File: src/rtl/clock_set_ctrl.sv
// Time-set controller for a BCD hh:mm:ss timer: RUN -> edit hour/minute/second -> one-cycle load strobe.
// Optional alarm strobe when CLOCK_SET_ALARM_EN is defined.
module clock_set_ctrl #(
  parameter int TIMEOUT = 1000
) (
  input  logic       CP,
  input  logic       CR,
  input  logic       MODE,
  input  logic       INC,
  input  logic [7:0] Q_H,
  input  logic [7:0] Q_M,
  input  logic [7:0] Q_S,
`ifdef CLOCK_SET_ALARM_EN
  input  logic [7:0] AL_H,
  input  logic [7:0] AL_M,
  output logic       ALARM,
`endif
  output logic       CE_OUT,
  output logic       PE_OUT,
  output logic [7:0] D_H,
  output logic [7:0] D_M,
  output logic [7:0] D_S,
  output logic [1:0] SEL
);

  // state | meaning
  // RUN   | timer counting, keys other than MODE ignored
  // SET_H | editing hour field
  // SET_M | editing minute field
  // SET_S | editing second field
  // LOAD  | one-cycle load strobe, then back to RUN
  typedef enum logic [2:0] {RUN, SET_H, SET_M, SET_S, LOAD} state_t;

  localparam int CW = $clog2(TIMEOUT + 1);

  state_t          state, state_nxt;
  logic            mode_prev, inc_prev;
  logic            mode_ev, inc_ev;
  logic            in_set, timeout;
  logic [CW-1:0]   idle_cnt;
  logic [7:0]      edit_h, edit_m, edit_s;

  // Out-of-range or non-BCD values wrap to 00 rather than propagating garbage.
  function automatic logic [7:0] bcd_inc(input logic [7:0] v, input logic [7:0] max);
    if (v >= max || v[3:0] > 4'd9 || v[7:4] > 4'd9) return 8'h00;
    else if (v[3:0] == 4'd9) return {v[7:4] + 4'd1, 4'd0};
    else return {v[7:4], v[3:0] + 4'd1};
  endfunction

  assign mode_ev = MODE & ~mode_prev;
  assign inc_ev  = INC & ~inc_prev;
  assign in_set  = (state == SET_H) || (state == SET_M) || (state == SET_S);
  assign timeout = in_set && !mode_ev && !inc_ev && (idle_cnt == CW'(TIMEOUT - 1));

  always_ff @(posedge CP) begin
    if (CR) begin
      state     <= RUN;
      mode_prev <= 1'b1;
      inc_prev  <= 1'b1;
    end else begin
      state     <= state_nxt;
      mode_prev <= MODE;
      inc_prev  <= INC;
    end
  end

  always_comb begin
    state_nxt = state;
    case (state)
      RUN:   if (mode_ev) state_nxt = SET_H;
      SET_H: if (mode_ev) state_nxt = SET_M; else if (timeout) state_nxt = RUN;
      SET_M: if (mode_ev) state_nxt = SET_S; else if (timeout) state_nxt = RUN;
      SET_S: if (mode_ev) state_nxt = LOAD;  else if (timeout) state_nxt = RUN;
      LOAD:  state_nxt = RUN;
      default: state_nxt = RUN;
    endcase
  end

  always_comb begin
    CE_OUT = 1'b0;
    PE_OUT = 1'b0;
    SEL    = 2'b00;
    case (state)
      RUN:   CE_OUT = 1'b1;
      SET_H: SEL = 2'b01;
      SET_M: SEL = 2'b10;
      SET_S: SEL = 2'b11;
      LOAD:  PE_OUT = 1'b1;
      default: CE_OUT = 1'b1;
    endcase
  end

  always_ff @(posedge CP) begin
    if (CR) idle_cnt <= '0;
    else if (in_set && !mode_ev && !inc_ev && !timeout) idle_cnt <= idle_cnt + 1'b1;
    else idle_cnt <= '0;
  end

  // MODE takes precedence: a simultaneous INC is dropped.
  always_ff @(posedge CP) begin
    if (CR) begin
      edit_h <= 8'h00;
      edit_m <= 8'h00;
      edit_s <= 8'h00;
    end else begin
      case (state)
        RUN: if (mode_ev) begin
          edit_h <= Q_H;
          edit_m <= Q_M;
          edit_s <= Q_S;
        end
        SET_H: if (inc_ev && !mode_ev) edit_h <= bcd_inc(edit_h, 8'h23);
        SET_M: if (inc_ev && !mode_ev) edit_m <= bcd_inc(edit_m, 8'h59);
        SET_S: if (inc_ev && !mode_ev) edit_s <= bcd_inc(edit_s, 8'h59);
        default: ;
      endcase
    end
  end

  assign D_H = edit_h;
  assign D_M = edit_m;
  assign D_S = edit_s;

`ifdef CLOCK_SET_ALARM_EN
  logic match, match_q;

  assign match = (state == RUN) && ({Q_H, Q_M, Q_S} == {AL_H, AL_M, 8'h00});

  always_ff @(posedge CP) begin
    if (CR) begin
      match_q <= 1'b0;
      ALARM   <= 1'b0;
    end else begin
      match_q <= match;
      ALARM   <= match & ~match_q;
    end
  end
`endif

endmodule
File: config.mk
export PLATFORM = sky130hd
export DESIGN_NAME = clock_set_ctrl
export DESIGN_NICKNAME = d
export VERILOG_FILES = /design/src/rtl/clock_set_ctrl.sv
export SDC_FILE = /design/constraint.sdc
export NUM_CORES = 1
export LEC_CHECK = 0
export CORE_MARGIN = 3
export CORE_UTILIZATION = 53
export CTS_BUF_LIST = sky130_fd_sc_hd__clkbuf_16
export DETAILED_ROUTE_END_ITERATION = 16
export GPL_ROUTABILITY_DRIVEN = 0
export GPL_TIMING_DRIVEN = 0
export HOLD_SLACK_MARGIN = 0.15
export MAX_ROUTING_LAYER = met4
export PLACE_DENSITY = 0.85
export RECOVER_POWER = 25
export SKIP_CTS_REPAIR_TIMING = 1
export SLEW_MARGIN = 20
export SYNTH_ARGS = -nofsm -noshare
export SYNTH_HDL_FRONTEND = slang
export SYNTH_SLANG_ARGS = --single-unit
File: constraint.sdc
create_clock -name CP -period 4.65 [get_ports CP]
set_input_delay 0.465 -clock CP [delete_from_list [all_inputs] [get_ports CP]]
set_output_delay 0.465 -clock CP [all_outputs]
set_load 0.005 [all_outputs]
==> out/metrics.yaml <==
yosysSeqAreaShare_pct: 34.7
async_flop_share_pct: 0
critPathTopFamily: "compound AO/OA/AOI/OAI gates"
hold_violations: 0
fill_cells: 308
cp_slowest_cell: "dlygate4sd3_1"
insertion_delay_ps: 280
vias: 2181
wire_per_inst_um: 14.4
drc_errors: 0
worstMarginPinSlew_ps: 722
cp_cell_sequence: "dlygate4sd3_1, nor2b_1, nor3_2, a21oi_1, a221oi_1, a211oi_1"
grt_pass1_wl_um: 9020
outcome: "finished clean"
leakagePower_nw: 1.12
syn_area_um2: 2250
ctsLongestPathBuffers: 2
final_cell_area_um2: 2990
grt_overflow: 0
htree_levels: 2
ys_ff_latch: 39
clockRootBuffer: "clkbuf_16"
syn2layout_area_growth_pct: 32.8
routed_wl_um: 5490
cpPeakStageDelay_ps: 560
numCtsBuffers: 5
vias_per_cell: 5.71
diodes: 0
die_x_um: 71.2
ys_warn_count: 0
dp_hpwl_um: 4030
drive_gt1_share_pct: 10.2
path_buf_inv: 1
rsz0062_at_grt: "false"
yosysTopAreaCellShare_pct: 34.7
min_period_ps: 2250
yosysUniqueCellTypes: 55
die_y_um: 71.2
reg2reg_slack_ps: 2680
die_area_um2: 5070
period_share_pct: 48.4
required_ps: 4830
clkTransAtPathRegs_ps: 50
synth_edf_count: 0
antenna_found_initial: 0
ys.flop_type: "dfxtp_1"
cts_sinks: 39
multi_input_comb_area_um2: 1360
syn-instance-count: 270
port-buffer-count: 54
power_density_nw_per_um2: 262
relSlewSlack_pct: 51.6
cp_max_fo: 8
final-max-slew-violation-count: 0
peakVddDrop_v: 0.000211
initial_core_util_pct: 55.5
fin_skew_ps: 3.01
hold_class: "register to register"
fin_setup_tns_ps: 0
cp-start-kind: "input pin"
cts_tree: "yes"
syn_avg_cell_area_um2: 8.34
final_nets: 369
synth.top_cells.by_area: "dfxtp_1, ha_1, a21oi_1"
ioPinCount: 56
cp.arrival_ps: 2440
core_region_area_um2: 4060
drt_first_pass_iters: 7
final-seq-area_um2: 781
ant_nets: 0
max-cap-violations: 0
setup_viol: 0
critPathKind: "input pin to register"
grt_max_degree: 12
max_freq_ghz: 0.444
track_usage_pct: 23.0
synth_top_area_cell: "dfxtp_1"
place_area_um2: 2860
drtIter0Drc: 109
synthesis.nets: 308
grt_pass1_vias: 2029
cp-end-kind: "register"
fp-row-count: 23
## path summary, 6_finish.rpt
| path | depth (start not counted) | to | start |
|---|---|---|---|
| max | 6 | D_S[5] | MODE |
| min | 1 | idle_cnt[0] | idle_cnt[0] |
| max reg2reg | 6 | D_H[4] | D_H[4] |
| min reg2reg | 1 | idle_cnt[0] | idle_cnt[0] |
## synth_stat cells, types with 5 or more instances
library cell,n
or2_2,5
a22oi_1,5
nand2_1,22
nor2_2,10
a211oi_1,9
xnor2_1,5
dfxtp_1,39
nor2_1,22
nand3_1,11
a21oi_1,21
ha_1,10
o21ai_0,8
inv_1,12
xor2_1,5
a221oi_1,7
nor3_1,8
## through the flow
step | hold WS (ps) | power [mW] | util, % | cells | setup WS, ps
2_1_floorplan | 435 | 0.418 | - | 270 | 2930
3_3_place_gp | 450 | 0.473 | 70.4 | 374 | 2220
3_5_place_dp | 462 | 0.475 | 70.4 | 374 | 2160
4_1_cts | 476 | 0.793 | 73.7 | 382 | 2410
5_1_grt | 505 | 0.819 | 73.7 | 382 | 2190
6_report | 474 | 0.785 | 73.7 | 382 | 2400
## cells by family after synthesis
logic type,share of synthesized area [%]
compound gates,20.6
xor+xnor,3.89
fa+ha+maj,5.56
buf+inv,4.83
flops,34.7
mux,1.78
simple gates,28.7
## cell usage in the layout (no fill, tap or decap), types with 5 or more instances in the layout
cell type / Yosys / layout
nor3_1: 8 / 8
or2_2: 5 / 5
dfxtp_1: 39 / 39
nand3_1: 11 / 11
clkbuf_16: 0 / 5
o21ai_0: 8 / 8
clkdlybuf4s50_1: 0 / 39
dlygate4sd3_1: 0 / 15
xnor2_1: 5 / 5
a211oi_1: 9 / 9
a22oi_1: 5 / 5
a21oi_1: 21 / 21
nor2_2: 10 / 10
ha_1: 10 / 10
nor2_1: 22 / 22
xor2_1: 5 / 5
inv_1: 12 / 13
nand2_1: 22 / 22
a221oi_1: 7 / 7
## layout make-up
class / instances / share of cell area, %
Clock inverter: 3 / 0.376
Tap cell: 50 / 2.09
Timing Repair Buffer: 54 / 18.1
Clock buffer: 5 / 4.18
Multi-Input combinational cell: 208 / 45.5
Inverter: 13 / 1.63
Sequential cell: 39 / 26.1
Buffer: 10 / 2.01
## power breakdown
group	switching (mW)	leakage, nW	internal [mW]
registers	0.0137	0.317	0.346
clock network	0.126	0.0701	0.193
logic	0.0483	0.731	0.0590
## worst register-to-register path, delay by kind of cell (launching register included)
family	cells	cell delay [ps]
simple gates	1	310
compound gates	3	850
buf+inv	1	110
flops	1	370
fa+ha+maj	1	250
## flip-flops by register name, indices dropped and copies added (netlist names)
name       flops
mode_prev      1
inc_prev       1
D_S            8
state          3
D_M            8
idle_cnt      10
D_H            8
## metal layers
metal | up-vias | routed length, µm | track usage, %
met2 | 63 | 2660 | 37.2
met5 | - | 0 | -
met1 | 1011 | 2440 | 27.3
met4 | 0 | 95 | 8.35
li1 | 1099 | - | -
met3 | 8 | 288 | 6.25
Power figures use the tool's default switching activity.
